--- src/rtl/exc_pkg.sv ---
// Shared constants and types for the exception sequencer: ExcCodes, FSM states,
// CP0 select codes and status-mask bit positions.
package exc_pkg;

  localparam logic [4:0] EXC_INT = 5'd0;
  localparam logic [4:0] EXC_SYS = 5'd8;
  localparam logic [4:0] EXC_RI  = 5'd10;
  localparam logic [4:0] EXC_OV  = 5'd12;

  typedef enum logic [2:0] {
    ST_RUN,
    ST_FLUSH,
    ST_VEC,
    ST_HANDLER,
    ST_RET
  } state_t;

  typedef enum logic [1:0] {
    EPC_EX,
    EPC_ID,
    EPC_ID4
  } epc_sel_t;

  localparam logic [1:0] SEL_STATUS = 2'd0;
  localparam logic [1:0] SEL_CAUSE  = 2'd1;
  localparam logic [1:0] SEL_EPC    = 2'd2;
  localparam logic [1:0] SEL_PERF   = 2'd3;

  localparam int STB_INT = 0;
  localparam int STB_SYS = 1;
  localparam int STB_RI  = 2;
  localparam int STB_OV  = 3;

endpackage

--- src/rtl/exc_if.sv ---
// Pipeline <-> exception sequencer signal bundle; slave = exc_ctrl, master = pipeline.
// exc_count exists only when EXC_PERF_EN is defined.
interface exc_if;
  logic        ex_valid;
  logic        ex_ovf;
  logic        ex_ovf_chk;
  logic [31:0] ex_pc;
  logic        id_valid;
  logic [31:0] id_pc;
  logic        id_syscall;
  logic        id_unimpl;
  logic        id_eret;
  logic        intr;
  logic        mtc0_we;
  logic [1:0]  mtc0_sel;
  logic [31:0] mtc0_data;
  logic        ovf_kill;
  logic        flush_id;
  logic        flush_ex;
  logic        redirect;
  logic [31:0] redirect_pc;
  logic        inta;
  logic [3:0]  status;
  logic [31:0] cause;
  logic [31:0] epc;
`ifdef EXC_PERF_EN
  logic [15:0] exc_count;
`endif

  modport master (
    output ex_valid, ex_ovf, ex_ovf_chk, ex_pc, id_valid, id_pc, id_syscall,
           id_unimpl, id_eret, intr, mtc0_we, mtc0_sel, mtc0_data,
    input  ovf_kill, flush_id, flush_ex, redirect, redirect_pc, inta,
`ifdef EXC_PERF_EN
           exc_count,
`endif
           status, cause, epc
  );

  modport slave (
    input  ex_valid, ex_ovf, ex_ovf_chk, ex_pc, id_valid, id_pc, id_syscall,
           id_unimpl, id_eret, intr, mtc0_we, mtc0_sel, mtc0_data,
    output ovf_kill, flush_id, flush_ex, redirect, redirect_pc, inta,
`ifdef EXC_PERF_EN
           exc_count,
`endif
           status, cause, epc
  );
endinterface

--- src/rtl/exc_prio.sv ---
// Fixed-priority encoder over already-masked requests: OV > RI > SYS > INT.
// Purely combinational, zero latency; no handshake.
module exc_prio
  import exc_pkg::*;
(
  input  logic     ov_req,
  input  logic     ri_req,
  input  logic     sys_req,
  input  logic     int_req,
  output logic     accept,
  output logic [4:0] code,
  output epc_sel_t epc_sel
);

  always_comb begin
    accept  = ov_req | ri_req | sys_req | int_req;
    code    = EXC_INT;
    epc_sel = EPC_ID;
    if (ov_req) begin
      code    = EXC_OV;
      epc_sel = EPC_EX;
    end else if (ri_req) begin
      code    = EXC_RI;
      epc_sel = EPC_ID;
    end else if (sys_req) begin
      code    = EXC_SYS;
      epc_sel = EPC_ID4;
    end
  end

endmodule

--- src/rtl/exc_ctrl.sv ---
// Exception/interrupt sequencer: accept -> FLUSH (FLUSH_CYCLES) -> VEC -> HANDLER -> eret -> RET -> RUN.
// ovf_kill is same-cycle; CP0 state updates one edge after accept; no backpressure, pipeline obeys flush/redirect.
// Optional EXC_PERF_EN adds a saturating accepted-exception counter (exc_count).
module exc_ctrl
  import exc_pkg::*;
#(
  parameter logic [31:0] VECTOR_ADDR  = 32'h0000_0008,
  parameter int          FLUSH_CYCLES = 2,
  parameter logic [3:0]  STATUS_RST   = 4'b0000
) (
  input logic clock,
  input logic resetn,
  exc_if.slave bus
);

  state_t      state, state_nxt;
  logic [3:0]  status_q, status_save;
  logic [4:0]  cause_code;
  logic [31:0] epc_q, epc_nxt;
  logic [1:0]  counter;
  logic        inta_q;
  logic        ov_req, ri_req, sys_req, int_req;
  logic        accept, take, eret_take;
  logic [4:0]  code;
  epc_sel_t    epc_sel;

  assign ov_req  = bus.ex_valid & bus.ex_ovf & bus.ex_ovf_chk & status_q[STB_OV];
  assign ri_req  = bus.id_valid & bus.id_unimpl & status_q[STB_RI];
  assign sys_req = bus.id_valid & bus.id_syscall & status_q[STB_SYS];
  assign int_req = bus.id_valid & bus.intr & status_q[STB_INT];

  exc_prio u_prio (
    .ov_req  (ov_req),
    .ri_req  (ri_req),
    .sys_req (sys_req),
    .int_req (int_req),
    .accept  (accept),
    .code    (code),
    .epc_sel (epc_sel)
  );

  // Requests are only honoured in RUN; the handler runs with everything blocked.
  assign take      = (state == ST_RUN) & accept;
  assign eret_take = (state == ST_HANDLER) & bus.id_valid & bus.id_eret;

  always_comb begin
    state_nxt       = state;
    epc_nxt         = bus.id_pc;
    bus.ovf_kill    = (state == ST_RUN) & ov_req;
    bus.flush_id    = 1'b0;
    bus.flush_ex    = 1'b0;
    bus.redirect    = 1'b0;
    bus.redirect_pc = 32'h0;
    case (epc_sel)
      EPC_EX:  epc_nxt = bus.ex_pc;
      EPC_ID4: epc_nxt = bus.id_pc + 32'd4;
      default: epc_nxt = bus.id_pc;
    endcase
    case (state)
      ST_RUN: if (take) state_nxt = ST_FLUSH;
      ST_FLUSH: begin
        bus.flush_id = 1'b1;
        bus.flush_ex = 1'b1;
        if (counter == 2'd0) state_nxt = ST_VEC;
      end
      ST_VEC: begin
        bus.redirect    = 1'b1;
        bus.redirect_pc = VECTOR_ADDR;
        state_nxt       = ST_HANDLER;
      end
      ST_HANDLER: if (eret_take) state_nxt = ST_RET;
      ST_RET: begin
        bus.redirect    = 1'b1;
        bus.redirect_pc = epc_q;
        bus.flush_id    = 1'b1;
        state_nxt       = ST_RUN;
      end
      default: state_nxt = ST_RUN;
    endcase
  end

  // Later assignments deliberately override the mtc0 write on the same edge.
  always_ff @(posedge clock) begin
    if (!resetn) begin
      state       <= ST_RUN;
      status_q    <= STATUS_RST;
      status_save <= 4'h0;
      cause_code  <= 5'd0;
      epc_q       <= 32'h0;
      counter     <= 2'd0;
      inta_q      <= 1'b0;
    end else begin
      state  <= state_nxt;
      inta_q <= take & (code == EXC_INT);
      if (bus.mtc0_we) begin
        case (bus.mtc0_sel)
          SEL_STATUS: status_q   <= bus.mtc0_data[3:0];
          SEL_CAUSE:  cause_code <= bus.mtc0_data[6:2];
          SEL_EPC:    epc_q      <= bus.mtc0_data;
          default:    ;
        endcase
      end
      if (state == ST_FLUSH && counter != 2'd0) counter <= counter - 2'd1;
      if (take) begin
        cause_code  <= code;
        epc_q       <= epc_nxt;
        status_save <= status_q;
        status_q    <= 4'h0;
        counter     <= 2'(FLUSH_CYCLES - 1);
      end
      if (eret_take) status_q <= status_save;
    end
  end

  assign bus.inta   = inta_q;
  assign bus.status = status_q;
  assign bus.cause  = {25'd0, cause_code, 2'b00};
  assign bus.epc    = epc_q;

`ifdef EXC_PERF_EN
  logic [15:0] exc_count_q;
  always_ff @(posedge clock) begin
    if (!resetn) begin
      exc_count_q <= 16'h0;
    end else if (take) begin
      if (exc_count_q != 16'hFFFF) exc_count_q <= exc_count_q + 16'd1;
    end else if (bus.mtc0_we && bus.mtc0_sel == SEL_PERF) begin
      exc_count_q <= 16'h0;
    end
  end
  assign bus.exc_count = exc_count_q;
`endif

endmodule

--- src/flat_wrapper.sv ---
// flat-port wrapper written by rule: the top's interface ports become plain ports
module exc_ctrl_flat import exc_pkg::*;
#(
  parameter logic [31:0] VECTOR_ADDR  = 32'h0000_0008,
  parameter int          FLUSH_CYCLES = 2,
  parameter logic [3:0]  STATUS_RST   = 4'b0000
)
  (clock, resetn, bus_ex_valid, bus_ex_ovf, bus_ex_ovf_chk, bus_ex_pc, bus_id_valid, bus_id_pc, bus_id_syscall, bus_id_unimpl, bus_id_eret, bus_intr, bus_mtc0_we, bus_mtc0_sel, bus_mtc0_data, bus_ovf_kill, bus_flush_id, bus_flush_ex, bus_redirect, bus_redirect_pc, bus_inta, bus_status, bus_cause, bus_epc);
  exc_if bus_i ();
  input logic clock;
  input logic resetn;
  input wire logic [$bits(bus_i.ex_valid)-1:0] bus_ex_valid;
  input wire logic [$bits(bus_i.ex_ovf)-1:0] bus_ex_ovf;
  input wire logic [$bits(bus_i.ex_ovf_chk)-1:0] bus_ex_ovf_chk;
  input wire logic [$bits(bus_i.ex_pc)-1:0] bus_ex_pc;
  input wire logic [$bits(bus_i.id_valid)-1:0] bus_id_valid;
  input wire logic [$bits(bus_i.id_pc)-1:0] bus_id_pc;
  input wire logic [$bits(bus_i.id_syscall)-1:0] bus_id_syscall;
  input wire logic [$bits(bus_i.id_unimpl)-1:0] bus_id_unimpl;
  input wire logic [$bits(bus_i.id_eret)-1:0] bus_id_eret;
  input wire logic [$bits(bus_i.intr)-1:0] bus_intr;
  input wire logic [$bits(bus_i.mtc0_we)-1:0] bus_mtc0_we;
  input wire logic [$bits(bus_i.mtc0_sel)-1:0] bus_mtc0_sel;
  input wire logic [$bits(bus_i.mtc0_data)-1:0] bus_mtc0_data;
  output wire logic [$bits(bus_i.ovf_kill)-1:0] bus_ovf_kill;
  output wire logic [$bits(bus_i.flush_id)-1:0] bus_flush_id;
  output wire logic [$bits(bus_i.flush_ex)-1:0] bus_flush_ex;
  output wire logic [$bits(bus_i.redirect)-1:0] bus_redirect;
  output wire logic [$bits(bus_i.redirect_pc)-1:0] bus_redirect_pc;
  output wire logic [$bits(bus_i.inta)-1:0] bus_inta;
  output wire logic [$bits(bus_i.status)-1:0] bus_status;
  output wire logic [$bits(bus_i.cause)-1:0] bus_cause;
  output wire logic [$bits(bus_i.epc)-1:0] bus_epc;
  assign bus_i.ex_valid = bus_ex_valid;
  assign bus_i.ex_ovf = bus_ex_ovf;
  assign bus_i.ex_ovf_chk = bus_ex_ovf_chk;
  assign bus_i.ex_pc = bus_ex_pc;
  assign bus_i.id_valid = bus_id_valid;
  assign bus_i.id_pc = bus_id_pc;
  assign bus_i.id_syscall = bus_id_syscall;
  assign bus_i.id_unimpl = bus_id_unimpl;
  assign bus_i.id_eret = bus_id_eret;
  assign bus_i.intr = bus_intr;
  assign bus_i.mtc0_we = bus_mtc0_we;
  assign bus_i.mtc0_sel = bus_mtc0_sel;
  assign bus_i.mtc0_data = bus_mtc0_data;
  assign bus_ovf_kill = bus_i.ovf_kill;
  assign bus_flush_id = bus_i.flush_id;
  assign bus_flush_ex = bus_i.flush_ex;
  assign bus_redirect = bus_i.redirect;
  assign bus_redirect_pc = bus_i.redirect_pc;
  assign bus_inta = bus_i.inta;
  assign bus_status = bus_i.status;
  assign bus_cause = bus_i.cause;
  assign bus_epc = bus_i.epc;
  exc_ctrl #(.VECTOR_ADDR(VECTOR_ADDR), .FLUSH_CYCLES(FLUSH_CYCLES), .STATUS_RST(STATUS_RST)) u_core (.clock(clock), .resetn(resetn), .bus(bus_i));
endmodule
--- config.mk ---
export PLATFORM = sky130hd
export DESIGN_NAME = exc_ctrl_flat
export DESIGN_NICKNAME = d
export VERILOG_FILES = /design/src/rtl/exc_pkg.sv /design/src/rtl/exc_if.sv /design/src/rtl/exc_prio.sv /design/src/rtl/exc_ctrl.sv /design/src/flat_wrapper.sv
export SDC_FILE = /design/constraint.sdc
export NUM_CORES = 1
export LEC_CHECK = 0
export ABC_CLOCK_PERIOD_IN_PS = 3050
export CAP_MARGIN = 5
export CORE_ASPECT_RATIO = 0.7
export CORE_MARGIN = 2
export CORE_UTILIZATION = 30
export DETAILED_ROUTE_END_ITERATION = 16
export GPL_TIMING_DRIVEN = 0
export PLACE_DENSITY = 0.7
export SETUP_SLACK_MARGIN = 0.05
export SYNTH_ARGS = -nofsm -noshare
export SYNTH_HDL_FRONTEND = slang
export SYNTH_SLANG_ARGS = --single-unit
--- constraint.sdc ---
create_clock -name clock -period 3.05 [get_ports clock]
set_clock_uncertainty 0.05 [all_clocks]
set_input_delay 0.915 -clock clock [delete_from_list [all_inputs] [get_ports clock]]
set_output_delay 0.915 -clock clock [all_outputs]
set_load 0.005 [all_outputs]
== After elaboration in Yosys (flattened, before gate mapping) ==
Cells that the tools add are included.

* Multiplexer cells: 27
* Equality and inequality tests: 10
* Reduce and logical (&&, ||, !) cells: 20
* Add/sub/neg operators: 2
* Bitwise gates (word level): 18

{| class="wikitable"
|+ Operator list
! kind !! number
|-
| $pmux W32 S2 || 2
|-
| $mux W32 || 3
|-
| $add A32 B3 Y32 const B || 1
|-
| $mux W4 || 7
|-
| $mux W5 || 3
|-
| $and A1 B1 Y1 || 14
|-
| $pmux W3 S4 || 1
|-
| $reduce_bool A2 Y1 || 5
|-
| $mux W3 || 3
|-
| $eq A3 B2 Y1 const B || 2
|-
| $logic_not A2 Y1 || 3
|-
| $mux W2 || 3
|-
| $ne A2 B1 Y1 const B || 3
|-
| $reduce_and A2 Y1 || 3
|-
| $reduce_bool A3 Y1 || 2
|-
| $reduce_or A2 Y1 || 3
|-
| $logic_not A5 Y1 || 1
|-
| $mux W1 || 5
|-
| $eq A2 B2 Y1 const B || 2
|-
| $eq A3 B1 Y1 const B || 1
|-
| $eq A3 B3 Y1 const B || 1
|-
| $logic_not A3 Y1 || 1
|-
| $or A1 B1 Y1 || 3
|-
| $reduce_and A3 Y1 || 1
|-
| 4 further kinds || 4
|}

* Register bits after elaboration: 51
* Output and inout port bits: 105
* Bits of input ports: 109
* Word-level logic and storage cells: 85

== Depth between registers and ports, before layout ==
Gate-level depths: netlist of run 1.

* Word-level depth: 9
* Mapped depth: 7
* Gate-level depth less buffers: 6

== Hierarchy ==
From an unflattened synthesis of run 1, not the netlist that was laid out.

* Cells, all modules: 513
* Area total of the unflattened synthesis: 3893.7 sq um

{| class="wikitable"
|+ Modules (own cells, without submodules)
! module !! cells each !! area an instance (sq um) !! seq. area each (sq um) !! times used
|-
| exc_ctrl || 503 || 3829.9 || 1021.0 || 1
|-
| exc_prio || 10 || 63.8 || 0.0 || 1
|}

== Least setup slack after synthesis of run 1 ==
No wires, ideal clock.

* Kind: input to register
* Start: input bus_id_pc[2]
* End: register u_core.epc_q[26] (netlist: u_core.bus.epc[26])
* Arrival: 2.465 ns
* Buffers on the path: 0
* Data required time: 2.941 ns
* Setup time: 0.059 ns
* Path slack: 0.477 ns
* Cell stages on the path: 6
* Cells stage by stage: ha_1 nand4_1 or3_1 or4_1 a21oi_1 o211a_1

* Cells in the longest elaborated chain, start to end: 3

{| class="wikitable"
|+ Ends and longest elaborated chain
! what !! RTL line !! RTL
|-
| start, declared || flat_wrapper.sv:17 || <nowiki>input wire logic [$bits(bus_i.id_pc)-1:0] bus_id_pc;</nowiki>
|-
| $add A32 B3 Y32 || exc_ctrl.sv:56 || <nowiki>EPC_ID4: epc_nxt = bus.id_pc + 32'd4;</nowiki>
|-
| $pmux W32 S2 || exc_ctrl.sv:54 || <nowiki>case (epc_sel)</nowiki>
|-
| $mux W32 || exc_ctrl.sv:104 || <nowiki>if (take) begin</nowiki>
|-
| end signal, assigned || exc_ctrl.sv:99 || <nowiki>SEL_EPC: epc_q <= bus.mtc0_data;</nowiki>
|-
| end signal, assigned || exc_ctrl.sv:106 || <nowiki>epc_q <= epc_nxt;</nowiki>
|-
| end, declared || exc_ctrl.sv:19 || <nowiki>logic [31:0] epc_q, epc_nxt;</nowiki>
|}

No other way between the ends.
A chain may end at the register's enable or synchronous reset.

== Final worst setup path of run 1 ==
* Start: input bus_id_valid
* End: register u_core.counter[1]

* Cells in the longest elaborated chain, start to end: 7
* Elaborated cells on any way between the ends: 11
* Those cells by class: bitwise: 10; reduce/logical: 1

{| class="wikitable"
|+ Ends and longest elaborated chain
! what !! RTL line !! RTL
|-
| start, declared || flat_wrapper.sv:16 || <nowiki>input wire logic [$bits(bus_i.id_valid)-1:0] bus_id_valid;</nowiki>
|-
| $and A1 B1 Y1 (2 in series) || exc_ctrl.sv:28 || <nowiki>assign ri_req = bus.id_valid & bus.id_unimpl & status_q[STB_RI];</nowiki>
|-
| $or A1 B1 Y1 (2 in series) || exc_prio.sv:16 || <nowiki>accept = ov_req | ri_req | sys_req | int_req;</nowiki>
|-
| $or A1 B1 Y1 * || exc_prio.sv:16 ||
|-
| $and A1 B1 Y1 * || exc_ctrl.sv:43 || <nowiki>assign take = (state == ST_RUN) & accept;</nowiki>
|-
| $reduce_or A2 Y1 (no line) * || -- ||
|-
| end signal, assigned || exc_ctrl.sv:103 || <nowiki>if (state == ST_FLUSH && counter != 2'd0) counter <= counter - 2'd1;</nowiki>
|-
| end signal, assigned || exc_ctrl.sv:109 || <nowiki>counter <= 2'(FLUSH_CYCLES - 1);</nowiki>
|-
| end, declared || exc_ctrl.sv:20 || <nowiki>logic [1:0] counter;</nowiki>
|}

Mark *: on every way between the ends. The rest lies on a longest branch, timed or not.

==> results of run 1 <==
-- cells by family (layout without fill, tap and decap cells) --
group / Yosys count / in the layout / synth area share [%]
simple gates: 291 / 291 / 37.8
mux: 8 / 8 / 2.08
compound gates: 108 / 108 / 19.0
other cells: 1 / 27 / 0.0957
fa+ha+maj: 2 / 2 / 0.638
xor+xnor: 21 / 21 / 4.69
buf+inv: 68 / 272 / 9.67
flops: 51 / 51 / 26.1
-- per-stage QoR --
step	cell area, um^2	std cells	TNS, ns	setup slack (ns)
global placement	6070	923	-16.30	-0.822
global route	6450	942	0	0.0241
finish	6450	942	0	0.121
CTS	6330	936	0	0.00618
detailed placement	6070	923	-17.91	-0.800
floorplan	4020	576	0	0.477
-- registers in the layout, summed over array words and instances, names as in the netlist --
name,cells
u_core.bus.status,4
u_core.bus.inta,1
u_core.status_save,4
u_core.counter,2
u_core.cause_code,5
u_core.bus.epc,32
u_core.state,3
-- area by class of cell --
| cell class | count | area [um^2] | area share, % |
|---|---|---|---|
| Buffer | 60 | 398 | 6.17 |
| Clock buffer | 6 | 139 | 2.15 |
| Clock inverter | 2 | 16.3 | 0.252 |
| Inverter | 7 | 26.3 | 0.407 |
| Multi-Input combinational cell | 457 | 2710 | 41.9 |
| Sequential cell | 51 | 1020 | 15.9 |
| Tap cell | 162 | 203 | 3.14 |
| Timing Repair Buffer | 197 | 1940 | 30.1 |
-- path summary, 6_finish.rpt --
path / depth (start not counted) / endpoint / slack (ns)
max: 8 / u_core.counter[1]$_SDFFE_PP0P_ / 0.12
min: 2 / u_core.status_save[3]$_SDFFE_PN0P_ / 0.42
max reg2reg: 6 / u_core.bus.epc[18]$_SDFFE_PN0P_ / 0.62
min reg2reg: 2 / u_core.status_save[3]$_SDFFE_PN0P_ / 0.42
-- worst max-delay path, delay by kind of cell --
family | cells | cell delay, ns
buffers and inverters | 4 | 1.24
and+or+nand+nor | 2 | 0.41
AOI/OAI and AO/OA | 2 | 0.53
-- Yosys cell counts, types with 4 or more instances --
library cell	number
nand4_1	11
o211ai_1	4
inv_1	7
dfxtp_1	51
a21oi_1	29
o21ai_0	15
and3_1	11
a31oi_1	13
buf_2	6
nor2b_1	5
and2_1	35
o211a_1	6
nand3_1	49
o21a_1	6
nand2_1	106
o221ai_1	6
nor4_1	6
buf_4	28
nor2_1	27
nand3b_1	4
nor3_1	13
a211oi_1	4
xor2_1	8
mux2i_1	7
a21boi_0	5
xnor2_1	13
clkbuf_1	25
-- what timing repair did --
item | 4_1_cts | 5_1_grt
endpoints found under the setup margin | 67 | 63
buffers inserted | 6 | 6
hold endpoints to repair | 0 | 0
resized for setup | 19 | 33
pin swaps | 3 | 3
-- power breakdown --
group          switching [mW]  internal (mW)  total (mW)
sequential             0.0378          0.706       0.744
clock                   0.288          0.330       0.618
combinational           0.266          0.318       0.584
total                   0.592           1.35        1.95
-- metal layers --
metal | wire length, um | vias up
met5 | 13 | -
met4 | 311 | 2
met3 | 1950 | 25
met2 | 7900 | 294
met1 | 8540 | 2395
li1 | - | 2367
==> impl_metrics.json, run 1 <==
{
  "finalPower_mw": 1.95,
  "ant_nets": 0,
  "cts_buffers": 5,
  "p_per_area_nw_per_um2": 302,
  "rr_startpoint": "u_core.state[0]$_SDFFE_PN0P_",
  "timing_worst_setup_path_type": "input pin to flop",
  "grt_overflow_total": 0,
  "htreeDepth": 2,
  "avgRoutedWirePerCell_um": 19.9,
  "vdd_ir_drop_max_mv": 0.229,
  "cts-hold-fix-buffers": 0,
  "synth_edf_count": 0,
  "io_pins": 214,
  "grt_max_degree": 17,
  "core_um2": 12600,
  "grt_busiest_layer": "met2",
  "yosysTopAreaCellShare_pct": 26.1,
  "period_share_pct": 96.0,
  "totalWireLength_mm": 18.7,
  "grt_use_met3_pct": 6.26,
  "holdCritPathClass": "flop to flop",
  "async_flop_share_pct": 0,
  "syn_avg_cell_area_um2": 7.13,
  "clock-root-buffer": "clkbuf_16",
  "clockBufferDepth": 2,
  "dp_hpwl_mm": 14.1,
  "first_pass_iters": 5,
  "layout_common_cells": "clkdlybuf4s50_1, nand2_1, dfxtp_1",
  "gp_congestion": 0.948,
  "critPathMaxFanout": 10,
  "yosys.area.top_type": "dfxtp_1",
  "clkSinkCount": 51,
  "grt_use_met2_pct": 39.5,
  "first_global_vias": 4894,
  "finalCriticalPeriod_ns": 2.93,
  "finalSetupViolCount": 0,
  "outcome": "finished clean",
  "synth_ff_type": "dfxtp_1",
  "required_ns": 3.22,
  "synthCells": 550,
  "worstPathCellList": "clkdlybuf4s50_1 -> and3_1 -> buf_4 -> o41ai_4 -> buf_4 -> buf_2 -> nand2_1 -> a211oi_1",
  "synth_seq_area_share_pct": 26.1,
  "chipWidth_um": 141,
  "slew_headroom_pct": 50.1,
  "first_iter_violations": 395,
  "fill_cells": 1212,
  "num-nets-final": 890,
  "rows": 34,
  "cpMostUsedCell": "buf_4",
  "track_usage_pct": 25.8,
  "rsz0062_at_grt": "no",
  "viasPerCell": 5.40,
  "cts_tree": "built",
  "yosysWarnings": 0,
  "critPathCaptureType": "flop",
  "num_vias": 5083,
  "critPathMaxStageDelay_ns": 0.58,
  "min_from": "u_core.status_save[3]$_SDFFE_PN0P_",
  "post-route-util_pct": 51.3,
  "total_leakage_power_nw": 2.56,
  "crit_slowest_cell": "clkdlybuf4s50_1",
  "hold_viol_final": 0,
  "crit_start": "bus_id_valid",
  "syn2layout_area_growth_pct": 64.7,
  "diodes": 0,
  "cp-start-kind": "input pin",
  "yosys-top-cells-area": "dfxtp_1, nand2_1, nand3_1, and2_1, buf_4",
  "drv_slew": 0,
  "design.die.area_um2": 14000,
  "synth_area_um2": 3920,
  "timing.fmax_mhz": 341,
  "route.detailed.drc": 0,
  "antenna_found_initial": 1,
  "ys_types": 59,
  "clock_latency_ns": 0.30,
  "io_buffers": 185,
  "die_height_um": 99.6,
  "layout_commonest_cell": "clkdlybuf4s50_1",
  "whs_ns": 0.419,
  "start_util_pct": 31.1,
  "worst_pin_slew_ns": 0.743,
  "final_layout_size_suffix_gt1_share_pct": 11.7,
  "gr-usage-met1_pct": 36.5,
  "arrival_ns": 3.10,
  "ys_seq_elements": 51,
  "cap_violations": 0,
  "path_clk_slew_ns": 0.08,
  "grt_first_pass_wirelength_mm": 27.6
}
No activity file was read; power rests on OpenSTA's default activity.
==> inputs of run 2 (changes only) <==
--- a/config.mk
+++ b/config.mk
@@ -5,7 +5,6 @@
 export SDC_FILE = /design/constraint.sdc
 export NUM_CORES = 1
 export LEC_CHECK = 0
-export ABC_CLOCK_PERIOD_IN_PS = 3050
 export CAP_MARGIN = 5
 export CORE_ASPECT_RATIO = 0.7
 export CORE_MARGIN = 2
==> constraint.sdc (replaced) <==
create_clock -name clock -period 2.7 [get_ports clock]
set_clock_uncertainty 0.05 [all_clocks]
set_input_delay 0.81 -clock clock [delete_from_list [all_inputs] [get_ports clock]]
set_output_delay 0.81 -clock clock [all_outputs]
set_load 0.005 [all_outputs]
==> run 2 against run 1 <==
Net effect:
- flip-flop and latch count unchanged
- via count is 0.65% higher
- largest cell class unchanged
- wire length rose by 3.3%
- non-clock buffer count rose by 10
- final area up 3.3%
- sequential share of layout area is 0.41 points lower
- register-to-register slack worse by 0.10 ns
- worst hold slack gained 0.0036 ns
- die area is the same
- global-route usage up 1.0 points
- critical path depth is 1 lower
==> impl_metrics.json, run 2 (same netlist as run 1, synthesis figures left out) <==
{
  "grt_overflow_total": 0,
  "cpLargestDelayFamily": "buffers and inverters",
  "hold_end": "u_core.status_save[1]$_SDFFE_PN0P_",
  "largest_reg_flops": 32,
  "crit_slowest_cell": "clkdlybuf4s50_1",
  "avgRoutedWirePerCell_um": 20.3,
  "totalWireLength_mm": 19.3,
  "finalSetupViolCount": 0,
  "clockBufferDepth": 2,
  "grt_use_met2_pct": 40.5,
  "grt_max_degree": 17,
  "chipWidth_um": 141,
  "slew_headroom_pct": 50.8,
  "min_from": "u_core.status_save[1]$_SDFFE_PN0P_",
  "rows": 34,
  "internal_power_mw": 1.53,
  "post_dp_cell_area_um2": 6070,
  "layout_common_cells": "clkdlybuf4s50_1, nand2_1, buf_4",
  "num_vias": 5116,
  "antenna_found_initial": 3,
  "cts_tree": "built",
  "hold_viol_final": 0,
  "cts_buffers": 5,
  "diodes": 0,
  "seqCellArea_um2": 1030,
  "first_pass_iters": 5,
  "worst_pin_slew_ns": 0.737,
  "post-route-util_pct": 53.0,
  "io_pins": 214,
  "first_iter_violations": 444,
  "critPathMaxStageDelay_ns": 0.53,
  "p_per_area_nw_per_um2": 332,
  "final_layout_size_suffix_gt1_share_pct": 14.6,
  "seqPwrFrac_pct": 38.1,
  "grt_use_met3_pct": 7.17,
  "period_share_pct": 96.6,
  "holdCritPathClass": "flop to flop",
  "rr_worst_depth": 7,
  "grt_first_pass_wirelength_mm": 28.6,
  "clock-root-buffer": "clkbuf_16",
  "gp_congestion": 0.948,
  "total_leakage_power_nw": 2.89,
  "die_height_um": 99.6,
  "layout_commonest_cell": "clkdlybuf4s50_1",
  "fill_cells": 1188,
  "finish.instance_area_um2": 6670,
  "route.detailed.drc": 0,
  "first_global_vias": 4986,
  "timing_worst_setup_path_type": "input pin to flop",
  "outcome": "finished clean",
  "viasPerCell": 5.37,
  "p_comb_share_pct": 30.0,
  "start_util_pct": 31.1,
  "cp-start-kind": "input pin",
  "syn2layout_area_growth_pct": 70.1,
  "worstPathCellList": "clkdlybuf4s50_1 -> nand4_1 -> buf_4 -> nor3_2 -> nand3_1 -> xnor2_1 -> o311a_1",
  "cap_violations": 0,
  "drv_slew": 0,
  "grt_busiest_layer": "met2",
  "critPathMaxFanout": 5,
  "io_buffers": 185,
  "cts-hold-fix-buffers": 0,
  "multiInputGateArea_um2": 2750,
  "rr_startpoint": "u_core.state[1]$_SDFFE_PN0P_",
  "track_usage_pct": 26.8,
  "arrival_ns": 2.75,
  "path_clk_slew_ns": 0.08,
  "timing.fmax_mhz": 384,
  "design.die.area_um2": 14000,
  "ant_nets": 0,
  "r2r_slack_ns": 0.52,
  "critPathBufInv": 2,
  "vdd_ir_drop_max_mv": 0.246,
  "hold_path_depth": 2,
  "num-nets-final": 900,
  "whs_ns": 0.422,
  "rsz0062_at_grt": "yes",
  "gr-usage-met1_pct": 37.3,
  "clock_latency_ns": 0.30,
  "switchingPower_mw": 0.681,
  "finalCriticalPeriod_ns": 2.61,
  "r2r_end": "u_core.status_save[2]$_SDFFE_PN0P_",
  "critPathCaptureType": "flop",
  "required_ns": 2.84,
  "clkSinkCount": 51,
  "core_um2": 12600,
  "htreeDepth": 2,
  "dp_hpwl_mm": 14.1,
  "swShare_pct": 30.7,
  "pwr-share-clk_pct": 31.9
}
## run 2: changes by cell type in the layout (fill, tap and decap cells not counted), moves of 3 or more
| cell | delta |
|---|---|
| buf_4 | +11 |
| buf_8 | -3 |
| clkbuf_1 | -6 |
| clkbuf_16 | +5 |
| clkdlybuf4s50_1 | -44 |
| dlygate4sd2_1 | +36 |
| dlymetal6s2s_1 | +8 |
| nor3_1 | -3 |
| nor3_2 | +3 |
## run 2: layout make-up
cell class                      instances  area share (%)
Sequential cell                        51            15.4
Multi-Input combinational cell        457            41.3
Inverter                                7           0.394
Tap cell                              162            3.04
Buffer                                 58            6.49
Timing Repair Buffer                  209            31.0
Clock buffer                            6            2.08
Clock inverter                          2           0.244
## run 2: worst max-delay path by stage
stage                              start                                 to  slack, ns  cells after the start
after floorplan             bus_id_pc[2]    u_core.bus.epc[26]$_SDFFE_PN0P_       0.23                      6
after global placement    bus_ex_ovf_chk                       bus_ovf_kill      -0.96                      6
after detailed placement  bus_ex_ovf_chk                       bus_ovf_kill      -0.94                      6
after CTS                  bus_id_pc[14]    u_core.bus.epc[26]$_SDFFE_PN0P_       0.05                      6
after global routing      bus_id_syscall  u_core.cause_code[3]$_SDFFE_PN0P_       0.05                      9
final                      bus_id_pc[15]    u_core.bus.epc[23]$_SDFFE_PN0P_       0.09                      7
## run 2: power groups by stage
stage | sequential [mW] | clock [mW] | combinational [mW]
2_1_floorplan | 0.846 | 0 | 0.263
3_3_place_gp | 0.855 | 0 | 0.621
3_5_place_dp | 0.856 | 0 | 0.627
4_1_cts | 0.843 | 0.699 | 0.653
5_1_grt | 0.851 | 0.730 | 0.714
6_report | 0.845 | 0.706 | 0.664
## run 2: worst min-delay path: stages (launching register included)
cell and delay [ns]:
dfxtp_1 0.32, nand2_1 0.05, a21boi_0 0.06
## run 2: through the flow
step / instances / TNS [ns] / worst slack (ns) / total power [mW]
after detailed placement: 923 / -35.82 / -0.940 / 1.48
final: 952 / 0 / 0.0928 / 2.22
after floorplan: 576 / 0 / 0.232 / 1.11
after CTS: 951 / 0 / 0.0465 / 2.19
after global placement: 923 / -34.11 / -0.962 / 1.48
after global routing: 952 / 0 / 0.0495 / 2.29
## run 2: per-layer routing
layer  wire (um)  part of all wire [%]
met5          13                 0.067
met4         440                   2.3
met3        2120                    11
met2        8220                    43
met1        8540                    44
## run 2: what timing repair did
item,4_1_cts,5_1_grt
endpoints found under the setup margin,75,33
gates resized for setup,89,30
buffers inserted,19,2
pin swaps,8,5
gates cloned,3,0
==> inputs of run 3 (changes only) <==
--- a/config.mk
+++ b/config.mk
@@ -5,14 +5,16 @@
 export SDC_FILE = /design/constraint.sdc
 export NUM_CORES = 1
 export LEC_CHECK = 0
+export ABC_AREA = 1
 export CAP_MARGIN = 5
 export CORE_ASPECT_RATIO = 0.7
 export CORE_MARGIN = 2
 export CORE_UTILIZATION = 30
 export DETAILED_ROUTE_END_ITERATION = 16
 export GPL_TIMING_DRIVEN = 0
-export PLACE_DENSITY = 0.7
+export PLACE_DENSITY = 0.67
 export SETUP_SLACK_MARGIN = 0.05
+export SLEW_MARGIN = 10
 export SYNTH_ARGS = -nofsm -noshare
 export SYNTH_HDL_FRONTEND = slang
 export SYNTH_SLANG_ARGS = --single-unit
==> run 3 against run 2 <==
Net effect:
- via count is 12% higher
- die area is 11% higher
- combinational power is 12% higher
- total power is 9.4% higher
- worst hold slack worse by 0.011 ns
- count of clock-buffer cells in the layout stayed put
- register-to-register slack better by 0.23 ns
- critical endpoint is now bus_redirect_pc[9]
==> impl_metrics.json, run 3 <==
{
  "outcome": "finished clean",
  "met2_length_mm": 7.88,
  "largest_reg_flops": 32,
  "p_per_area_nw_per_um2": 352,
  "first_global_vias": 5248,
  "synth_commonest_cells": "nand2_1, nor2_1, inv_1",
  "gp_congestion": 0.939,
  "grt_max_degree": 16,
  "min_from": "u_core.status_save[0]$_SDFFE_PN0P_",
  "cpLargestDelayFamily": "buffers and inverters",
  "start_util_pct": 31.0,
  "tns_ns": 0,
  "yosys-top-cells-area": "dfxtp_1, nand2_1, nor2_1, nand3_1, inv_1",
  "period_share_pct": 94.4,
  "ant_nets": 0,
  "core_um2": 14100,
  "first_pass_iters": 5,
  "synthMostInstantiatedCell": "nand2_1",
  "post_dp_cell_area_um2": 6570,
  "yosys.area.top_type": "dfxtp_1",
  "yosysTopAreaCellShare_pct": 23.4,
  "rows": 36,
  "highest_layer": "met5",
  "yosysWarnings": 0,
  "post-route-util_pct": 48.8,
  "final_layout_size_suffix_gt1_share_pct": 9.32,
  "finalCriticalPeriod_ns": 2.55,
  "cts_buffers": 5,
  "grt_first_pass_wirelength_mm": 29.2,
  "hold_viol_final": 0,
  "io_pins": 214,
  "cap_violations": 0,
  "setup_slack_ns": 0.151,
  "hold_path_depth": 2,
  "rsz0062_at_grt": "no",
  "ys_types": 32,
  "holdCritPathClass": "flop to flop",
  "rr_startpoint": "u_core.bus.status[3]$_SDFFE_PN0P_",
  "layout_common_cells": "nand2_1, clkdlybuf4s50_1, nor2_1",
  "wirelength_met1_mm": 9.22,
  "r2r_slack_ns": 0.75,
  "synth_ff_type": "dfxtp_1",
  "finalSetupViolCount": 0,
  "cp-start-kind": "flop",
  "arrival_ns": 1.69,
  "die_height_um": 105,
  "syn_avg_cell_area_um2": 5.43,
  "clock-root-buffer": "clkbuf_16",
  "num_vias": 5725,
  "crit_slowest_cell": "clkdlybuf4s50_1",
  "rr_worst_depth": 11,
  "fill_cells": 1518,
  "synthCells": 805,
  "timing.fmax_mhz": 392,
  "synth_area_um2": 4370,
  "critPathCaptureType": "output port",
  "grt_overflow_total": 0,
  "ys_seq_elements": 51,
  "timing_worst_setup_path_type": "flop to output port",
  "viasPerCell": 4.69,
  "slew_headroom_pct": 54.9,
  "design.die.area_um2": 15600,
  "antenna_found_initial": 1,
  "htreeDepth": 2,
  "cts_tree": "built",
  "clockBufferDepth": 2,
  "async_flop_share_pct": 0,
  "layout_commonest_cell": "nand2_1",
  "critPathMaxFanout": 10,
  "critPathBufInv": 3,
  "drv_slew": 0,
  "totalWireLength_mm": 19.2,
  "avgRoutedWirePerCell_um": 15.7,
  "synth_seq_area_share_pct": 23.4,
  "num-nets-final": 1140,
  "first_iter_violations": 487,
  "dp_hpwl_mm": 15.5,
  "preCtsSetupSlack_ns": -1.06,
  "diodes": 0,
  "critPathMaxStageDelay_ns": 0.51,
  "synth_edf_count": 0,
  "path_clk_slew_ns": 0.07,
  "whs_ns": 0.411,
  "vdd_ir_drop_max_mv": 0.233,
  "total_leakage_power_nw": 2.98,
  "worstPathCellList": "inv_1 -> nand3_4 -> clkbuf_8 -> nor2_1 -> clkdlybuf4s50_1",
  "syn2layout_area_growth_pct": 57.5,
  "cts-hold-fix-buffers": 0,
  "route.detailed.drc": 0,
  "track_usage_pct": 24.2,
  "hold_end": "u_core.status_save[0]$_SDFFE_PN0P_",
  "clock_latency_ns": 0.30,
  "met3_length_mm": 1.99,
  "required_ns": 1.84,
  "clkSinkCount": 51,
  "finish.instance_area_um2": 6880,
  "io_buffers": 186,
  "worst_pin_slew_ns": 0.676,
  "r2r_end": "u_core.bus.epc[9]$_SDFFE_PN0P_",
  "chipWidth_um": 148
}
-- run 3: cell types whose count changed after synthesis, moves of 14 or more --
cell	delta
and2_1	-35
nand3_1	+37
clkbuf_1	-14
inv_1	+84
nor2_1	+121
nand2_1	+148
-- run 3: where the power goes --
| part | total, mW | switching [mW] | internal, mW |
|---|---|---|---|
| registers | 0.850 | 0.0428 | 0.807 |
| logic | 0.741 | 0.365 | 0.377 |
| clock network | 0.833 | 0.301 | 0.532 |
-- run 3: tightest hold or removal path, cell delays in order (launching register included) --
cell     delay [ns]
dfxtp_1        0.30
inv_1          0.06
a21oi_1        0.06
-- run 3: routing by layer --
layer  GRT usage, %  up-vias
li1               -     2906
met5              0        -
met4           2.99        2
met3           5.41       11
met1           36.4     2513
met2           35.7      293
-- run 3: worst max path at each step --
stage / slack, ns / startpoint / to / cells past startpoint
after floorplan: 0.44 / bus_ex_ovf_chk / bus_ovf_kill / 3
after global placement: -1.03 / bus_ex_ovf_chk / bus_ovf_kill / 5
after detailed placement: -1.06 / bus_ex_ovf_chk / bus_ovf_kill / 5
after CTS: 0.06 / u_core.state[1]$_SDFFE_PN0P_ / bus_redirect_pc[15] / 5
after global routing: 0.05 / u_core.state[0]$_SDFFE_PN0P_ / bus_redirect_pc[25] / 5
final: 0.15 / u_core.state[0]$_SDFFE_PN0P_ / bus_redirect_pc[9] / 5
-- run 3: metrics by stage --
step           instances  power, mW
6_report            1220       2.42
2_1_floorplan        831       1.19
3_5_place_dp        1207       1.59
4_1_cts             1217       2.42
5_1_grt             1220       2.54
3_3_place_gp        1207       1.59
-- run 3: what timing repair did --
item	in CTS	in global routing
gates resized for setup	27	10
pin swaps	1	2
endpoints found under the setup margin	48	55
setup buffers	2	3
-- run 3: cells by family after synthesis --
| logic type | count (synthesis) | share of synthesized area (%) |
|---|---|---|
| buf+inv | 153 | 16.8 |
| fa+ha+maj | 2 | 0.572 |
| flops | 51 | 23.4 |
| compound gates | 76 | 9.04 |
| simple gates | 519 | 49.5 |
| other cells | 1 | 0.0858 |
| xor+xnor | 3 | 0.601 |
-- run 3: cell type report --
class	instances	area, um^2	area share (%)
multi-input combinational	627	2760	40.1
timing repair buffer	191	1900	27.6
sequential	51	1020	14.8
buffer	56	415	6.03
inverter	97	364	5.29
tap	190	238	3.45
clock buffer	6	129	1.87
clock inverter	2	60.1	0.872
